**src/rtl/dma_pattern_writer.sv**
```systemverilog
// Packs a byte stream into little-endian 32-bit words and issues them
// as incrementing-address DMA writes, with length checking and flush.
module dma_pattern_writer #(
   parameter int WORD_Q_DEPTH = 4
) (
   input  logic        CLK,
   input  logic        RESET,
   input  logic [15:0] i_RCC_DMA_ADDR_HIGH,
   input  logic [15:0] i_RCC_DMA_ADDR_LOW,
   input  logic [5:0]  i_RCC_BUFFER_LENGTH,
   input  logic        Write_Request,
   input  logic [7:0]  i_byte,
   input  logic        i_byte_valid,
   input  logic        i_byte_last,
   output logic        o_byte_ready,
   output logic        DMA_WRITE,
   output logic [31:0] DMA_WRITE_addr,
   output logic [31:0] DMA_WRITE_data,
   output logic [3:0]  DMA_WRITE_strb,
   input  logic        i_DMA_WRITE_ready,
   output logic        o_busy,
   output logic        o_done,
   output logic        o_len_error
);
   localparam int AW = $clog2(WORD_Q_DEPTH);
   localparam logic [AW:0] Q_FULL = (AW+1)'(WORD_Q_DEPTH);
   localparam logic [AW:0] Q_ONE = (AW+1)'(1);
   localparam logic [AW-1:0] P_ONE = AW'(1);

   typedef enum logic [1:0] {IDLE, COLLECT, DRAIN, DONE} state_t;

   state_t      state;
   logic [31:0] addr;
   logic [5:0]  len;
   logic [5:0]  byte_cnt;
   logic [1:0]  pack_cnt;
   logic [31:0] pack_data;
   logic [3:0]  pack_strb;
   logic        len_err;

   logic [31:0]   q_data [WORD_Q_DEPTH];
   logic [3:0]    q_strb [WORD_Q_DEPTH];
   logic [AW-1:0] wr_ptr;
   logic [AW-1:0] rd_ptr;
   logic [AW:0]   q_cnt;

   logic        q_empty;
   logic        q_full;
   logic        pop;
   logic        accept;
   logic [6:0]  cnt_nxt;
   logic        at_len;
   logic        term;
   logic        push;
   logic [31:0] word_data;
   logic [3:0]  word_strb;

   assign q_empty = (q_cnt == '0);
   assign q_full  = (q_cnt == Q_FULL);

   assign DMA_WRITE = ((state == COLLECT) || (state == DRAIN))
                      && !q_empty;
   assign pop = DMA_WRITE && i_DMA_WRITE_ready;

   assign o_byte_ready = (state == COLLECT) && (!q_full || pop);
   assign accept = i_byte_valid && o_byte_ready;

   assign cnt_nxt = {1'b0, byte_cnt} + 7'd1;
   assign at_len  = (cnt_nxt == {1'b0, len});
   assign term    = accept && (i_byte_last || at_len);
   assign push    = accept && ((pack_cnt == 2'd3) || i_byte_last || at_len);

   assign word_data = pack_data | ({24'd0, i_byte} << {pack_cnt, 3'b000});
   assign word_strb = pack_strb | (4'b0001 << pack_cnt);

   assign DMA_WRITE_addr = addr;
   assign DMA_WRITE_data = DMA_WRITE ? q_data[rd_ptr] : 32'd0;
   assign DMA_WRITE_strb = DMA_WRITE ? q_strb[rd_ptr] : 4'd0;

   assign o_busy      = (state != IDLE);
   assign o_done      = (state == DONE);
   assign o_len_error = len_err;

   always_ff @(posedge CLK) begin
      if (push) begin
         q_data[wr_ptr] <= word_data;
         q_strb[wr_ptr] <= word_strb;
      end
   end

   always_ff @(posedge CLK) begin
      if (RESET) begin
         state     <= IDLE;
         addr      <= 32'd0;
         len       <= 6'd0;
         byte_cnt  <= 6'd0;
         pack_cnt  <= 2'd0;
         pack_data <= 32'd0;
         pack_strb <= 4'd0;
         len_err   <= 1'b0;
         wr_ptr    <= '0;
         rd_ptr    <= '0;
         q_cnt     <= '0;
      end else begin
         if (pop) begin
            rd_ptr <= rd_ptr + P_ONE;
            addr   <= addr + 32'd4;
         end
         if (push) begin
            wr_ptr <= wr_ptr + P_ONE;
         end
         if (push && !pop) begin
            q_cnt <= q_cnt + Q_ONE;
         end else if (pop && !push) begin
            q_cnt <= q_cnt - Q_ONE;
         end

         unique case (state)
            IDLE: begin
               if (Write_Request) begin
                  addr <= {i_RCC_DMA_ADDR_HIGH,
                           i_RCC_DMA_ADDR_LOW[15:2], 2'b00};
                  len       <= i_RCC_BUFFER_LENGTH;
                  len_err   <= 1'b0;
                  byte_cnt  <= 6'd0;
                  pack_cnt  <= 2'd0;
                  pack_data <= 32'd0;
                  pack_strb <= 4'd0;
                  state <= (i_RCC_BUFFER_LENGTH == 6'd0) ? DONE : COLLECT;
               end
            end
            COLLECT: begin
               if (accept) begin
                  byte_cnt <= cnt_nxt[5:0];
                  pack_cnt <= pack_cnt + 2'd1;
                  pack_data <= push ? 32'd0 : word_data;
                  pack_strb <= push ? 4'd0 : word_strb;
               end
               // A clean end needs the last flag exactly on the length byte.
               if (term) begin
                  len_err <= (i_byte_last != at_len);
                  state   <= DRAIN;
               end
            end
            DRAIN: begin
               if (q_empty || ((q_cnt == Q_ONE) && pop)) begin
                  state <= DONE;
               end
            end
            DONE: begin
               state <= IDLE;
            end
         endcase
      end
   end
endmodule

```
**config.mk**
```make
export PLATFORM = sky130hd
export DESIGN_NAME = dma_pattern_writer
export DESIGN_NICKNAME = d
export VERILOG_FILES = /design/src/rtl/dma_pattern_writer.sv
export SDC_FILE = /design/constraint.sdc
export NUM_CORES = 1
export LEC_CHECK = 0
export CORE_MARGIN = 8
export CORE_UTILIZATION = 60
export CTS_CLUSTER_DIAMETER = 120
export DETAILED_ROUTE_END_ITERATION = 16
export GPL_ROUTABILITY_DRIVEN = 1
export PLACE_DENSITY = 0.9
export SETUP_SLACK_MARGIN = 0.05
export SYNTH_ARGS = -nofsm -noshare
export SYNTH_HDL_FRONTEND = slang
export SYNTH_SLANG_ARGS = --single-unit
```
**constraint.sdc**
```tcl
create_clock -name CLK -period 7 [get_ports CLK]
set_input_delay 1.4 -clock CLK [delete_from_list [all_inputs] [get_ports CLK]]
set_output_delay 1.4 -clock CLK [all_outputs]
set_load 0.005 [all_outputs]
```
==> impl_metrics.yaml, run 1 <==
final_layout:
  drive_above_1_share: 0.121
  utilization: 0.738
  fin_nets: 939
  layout_commonest_cell: "edfxtp_1"
  area_growth_pct: 20.4
  layout_common_cells: "edfxtp_1, clkdlybuf4s50_1, dfxtp_1"
  instances_no_fill: 1104
  stdcell_area_um2: 12200
  diodes: 0
  fillers: 991
global_route:
  grt_pass1_wl_mm: 38.0
  grt-ovfl-total: 0
  grt_max_degree: 65
  track_usage: 0.220
  antenna_found_initial: 0
  grt_pass1_vias: 6962
clock_network:
  holdBufCountCts: 0
  ctsResizeCount: 0
  cts-root-buf: "clkbuf_16"
  cts_tree: "done"
  htreeDepth: 1
  cts.sinks: 236
  postCtsSetupRepairBufs: 0
  clk_pin_slew_ns: 0.06
  cts.path.max_buffers: 3
  cts_buffers: 23
  clk-insertion-delay-late_ns: 0.51
sta:
  post-route-period-util: 0.633
  maxSlewHeadroom: 0.201
  final_hold_viol_count: 0
  slew_viol_final: 0
  skew_ns: 0.0150
  whs_ns: 0.457
  rsz0062_at_grt: "false"
  setup_viol: 0
  finalSetupTns_ns: 0
  post-route-min-period_ns: 4.43
  fmax_mhz: 226
  max_slew.worst_pin.slew_ns: 1.20
route:
  wl_per_cell_um: 21.8
  firstDrtPassIters: 5
  drc: 0
  drt_iter0_markers: 586
  vias: 6868
  drtAntennaViolNets: 0
  wl_mm: 24.0
  viasPerCell: 6.22
synthesis:
  synth_edf_count: 144
  synth_area_per_cell_um2: 13.3
  netlist_instances: 761
  synthDistinctLibCells: 56
  synth_ff_type: "edfxtp_1"
  synthArstFlopShare: 0
  yosysTopAreaCell: "edfxtp_1"
  yosysSeqAreaShare: 0.607
  yosysWarningCount: 0
  synth-seq-cells: 236
  yosys.area.top_type_share: 0.426
  netlist_area_um2: 10200
  yosys-top-cells-area: "edfxtp_1, dfxtp_1, mux4_2"
power:
  ir_drop_uv: 227
  powerDensity_nw_per_um2: 320
  p_leak_nw: 4.46
worst_setup_path:
  crit_path_top_delay_cell: "ha_1"
  cp_max_fo: 41
  cp-end-kind: "output pin"
  arrival_ns: 3.03
  path_cells: "inv_1 -> ha_1 -> and2_1 -> o21a_1 -> clkdlybuf4s50_1"
  start_kind: "flop"
  max_stage_delay_ns: 1.03
  path_class: "reg2out"
  required_ns: 5.60
worst_hold_path:
  hp-class: "reg2reg"
place:
  port_buffers: 120
  place_inst: 1062
  gp_congestion: 0.836
  place_area_um2: 11500
  dpl.hpwl_mm: 14.6
floorplanning:
  chipWidth_um: 146
  die_h_um: 146
  fp.dieArea_um2: 21400
  num_io_pins: 125
  core_um2: 16600
  start_util: 0.613
  rows: 47
run_status:
  status: "finished, final reports clean"
flow_run:
  drv_cap: 0
[worst max-delay path: cells and delay by family (launching register included)]
family / cells / cell delay, ns
AO/OA/AOI/OAI: 1 / 0.16
AND/OR/NAND/NOR: 1 / 0.31
flip-flops: 1 / 0.40
buffers and inverters: 2 / 0.60
adder cells (fa/ha/maj): 1 / 1.03
[through the flow]
stage                     power (mW)  worst slack, ns
after floorplan                 2.29             3.50
after CTS                       3.92             2.52
after detailed placement        2.73             2.81
after global routing            4.08             2.37
after global placement          2.69             2.82
final                           3.91             2.57
[flip-flops by register name, indices dropped and copies added (netlist names), 3 cells and up, named ones only]
| signal | flops |
|---|---|
| q_strb | 16 |
| DMA_WRITE_addr | 30 |
| pack_strb | 4 |
| pack_data | 32 |
| byte_cnt | 6 |
| q_data | 128 |
| q_cnt | 3 |
| len | 6 |
[power breakdown]
part	total, mW	internal (mW)	switching, mW
Clock	1.20	0.690	0.510
Sequential	1.68	1.59	0.0949
Combinational	1.03	0.475	0.556
[metal layers]
metal | wire length [µm] | vias to the layer above | share of wire | global-route usage
li1 | - | 3115 | - | -
met1 | 9360 | 3366 | 0.39 | 0.267
met2 | 12100 | 329 | 0.50 | 0.379
met3 | 1790 | 58 | 0.075 | 0.0436
met4 | 767 | 0 | 0.032 | 0.0855
met5 | 0 | - | 0 | 0
[synthesized netlist by cell type, drive strengths merged (7+ instances only)]
cell type / instances
inv: 25
edfxtp: 144
and3: 39
nor3: 11
xnor2: 28
nor2: 55
nand3: 14
buf: 15
nor4: 11
mux4: 36
clkbuf: 34
xor2: 8
or3: 7
and2: 9
a21oi: 17
a32o: 32
a311oi: 7
o21ai: 13
nand2: 34
a21o: 32
dfxtp: 92
ha: 20
a211oi: 24
nand2b: 7
[cell families (layout without fill, tap and decap cells)]
| kind of cell | Yosys count | after routing | share of synthesized area |
|---|---|---|---|
| other cells | 1 | 2 | 0.000369 |
| buf+inv | 74 | 196 | 0.0303 |
| fa+ha+maj | 20 | 20 | 0.0246 |
| compound gates | 145 | 145 | 0.110 |
| simple gates | 209 | 209 | 0.113 |
| xor+xnor | 36 | 36 | 0.0310 |
| flops | 236 | 236 | 0.607 |
| mux | 40 | 40 | 0.0839 |
[area by class of cell]
| class | count | area [µm²] | share of cell area |
|---|---|---|---|
| clock buffers | 33 | 653 | 0.0534 |
| clock inverters | 9 | 80.1 | 0.00655 |
| multi-input cells | 452 | 3700 | 0.302 |
| well taps | 220 | 275 | 0.0225 |
| repair buffers | 129 | 1260 | 0.103 |
| inverters | 25 | 93.8 | 0.00767 |
| flip-flops and latches | 236 | 6170 | 0.504 |
[path summary, 6_finish.rpt]
path         slack (ns)         start       endpoint  cells past startpoint
max                2.57      state[0]   o_byte_ready                      5
max reg2reg        3.23      state[0]  q_data[3][15]                      8
min reg2reg        0.46  pack_strb[2]   pack_strb[2]                      2
min                0.46  pack_strb[2]   pack_strb[2]                      2
No activity file was read; power rests on OpenSTA's default activity.
==> run 2: changes to the inputs <==
Settings changed: CORE_UTILIZATION 60 to 56, PLACE_DENSITY 0.9 to 0.85.
Clock period 7 ns to 4.6 ns, I/O delays scaled along.
==> impl_metrics.yaml, run 2 (synthesis results as in run 1) <==
final_layout:
  drive_above_1_share: 0.125
  layout_commonest_cell: "edfxtp_1"
  area_growth_pct: 21.3
  layout_common_cells: "edfxtp_1, clkdlybuf4s50_1, dfxtp_1"
  largest_register: "q_data"
  largest_reg_flops: 128
  fin_nets: 942
  diodes: 0
  utilization: 0.688
power:
  ir_drop_uv: 343
  p_total_mw: 6.02
  p_leak_nw: 4.49
  powerDensity_nw_per_um2: 489
clock_network:
  cts.path.max_buffers: 3
  cts_tree: "done"
  postCtsSetupRepairBufs: 0
  clk_pin_slew_ns: 0.06
  holdBufCountCts: 0
  cts.sinks: 236
  cts-root-buf: "clkbuf_16"
  htreeDepth: 1
  cts_buffers: 23
  ctsResizeCount: 0
  clk-insertion-delay-late_ns: 0.52
global_route:
  grt-ovfl-total: 0
  grt_max_degree: 65
  track_usage: 0.205
  grt_pass1_vias: 7041
  grt_pass1_wl_mm: 36.9
  antenna_found_initial: 1
sta:
  finalSetupTns_ns: 0
  post-route-min-period_ns: 3.75
  skew_ns: 0.0218
  maxSlewHeadroom: 0.257
  slew_viol_final: 0
  max_slew.worst_pin.slew_ns: 1.11
  final_hold_viol_count: 0
  post-route-period-util: 0.815
  setup_viol: 0
  fmax_mhz: 267
  rsz0062_at_grt: "false"
worst_hold_path:
  hold_end: "pack_strb[2]"
  hp-start: "pack_strb[2]"
  worstHoldPathCells: 2
  hp-class: "reg2reg"
floorplanning:
  chipWidth_um: 151
  start_util: 0.567
  die_h_um: 151
  fp.dieArea_um2: 22700
  num_io_pins: 125
  rows: 49
  core_um2: 17900
worst_setup_path:
  cp.depth: 5
  crit_path_top_delay_cell: "ha_1"
  path_class: "reg2out"
  cp-end-kind: "output pin"
  worstRegToRegCells: 8
  required_ns: 3.68
  crit_family: "buffers and inverters"
  start_kind: "flop"
  crit_buf_inv: 3
  max_stage_delay_ns: 0.73
  r2r_slack_ns: 1.25
  path_cells: "inv_1 -> ha_1 -> buf_4 -> and3_1 -> clkdlybuf4s50_1"
  r2r_start: "state[0]"
  r2r_end: "q_strb[3][2]"
  cp_max_fo: 24
  arrival_ns: 2.83
place:
  gp_congestion: 0.829
  port_buffers: 120
  dpl.hpwl_mm: 14.4
run_status:
  status: "finished, final reports clean"
route:
  vias: 6709
  viasPerCell: 6.01
  drt_iter0_markers: 430
  firstDrtPassIters: 7
  wl_mm: 22.9
  drc: 0
  drtAntennaViolNets: 0
  wl_per_cell_um: 20.5
flow_run:
  drv_cap: 0
==> run 2: worst max-delay path by stage <==
stage,start,to,slack [ns]
after floorplan,i_DMA_WRITE_ready,q_data[0][0],1.58
after global placement,i_DMA_WRITE_ready,q_data[1][8],1.13
after detailed placement,i_DMA_WRITE_ready,q_data[3][11],1.09
after CTS,state[0],DMA_WRITE_data[1],0.84
after global routing,state[0],DMA_WRITE_data[18],0.69
final,state[0],DMA_WRITE_data[1],0.85
==> run 2: cell type report <==
| type | count | area, µm² |
|---|---|---|
| inverter | 25 | 93.8 |
| sequential | 236 | 6170 |
| fill | 1186 | 5580 |
| timing repair buffer | 132 | 1300 |
| clock inverter | 12 | 130 |
| tap | 229 | 287 |
| clock buffer | 30 | 642 |
| multi-input combinational | 452 | 3700 |
==> run 2: power by group <==
group | switching (mW) | internal [mW] | leakage, nW
combinational | 0.820 | 0.747 | 1.99
clock | 0.780 | 1.10 | 0.375
sequential | 0.151 | 2.42 | 2.12
==> run 2: metal layers <==
metal / wire (µm) / global-route usage
met1: 8860 / 0.242
met2: 11700 / 0.361
met3: 1550 / 0.0400
met4: 780 / 0.0856
met5: 10 / 0
==> run 2: through the flow <==
| step | setup WS, ns | hold slack (ns) | cell area [µm²] | cells |
|---|---|---|---|---|
| after global placement | 1.13 | 0.446 | 11500 | 1074 |
| after CTS | 0.838 | 0.455 | 12300 | 1116 |
| after floorplan | 1.58 | 0.431 | 10200 | 762 |
| after detailed placement | 1.09 | 0.442 | 11500 | 1074 |
| after global routing | 0.694 | 0.480 | 12300 | 1116 |
| final | 0.850 | 0.463 | 12300 | 1116 |
==> run 2: tightest hold or removal path, delay by kind of cell (launching register included) <==
| kind | cells | cell delay (ns) |
|---|---|---|
| compound gates | 1 | 0.06 |
| flops | 1 | 0.30 |
| buf+inv | 1 | 0.05 |
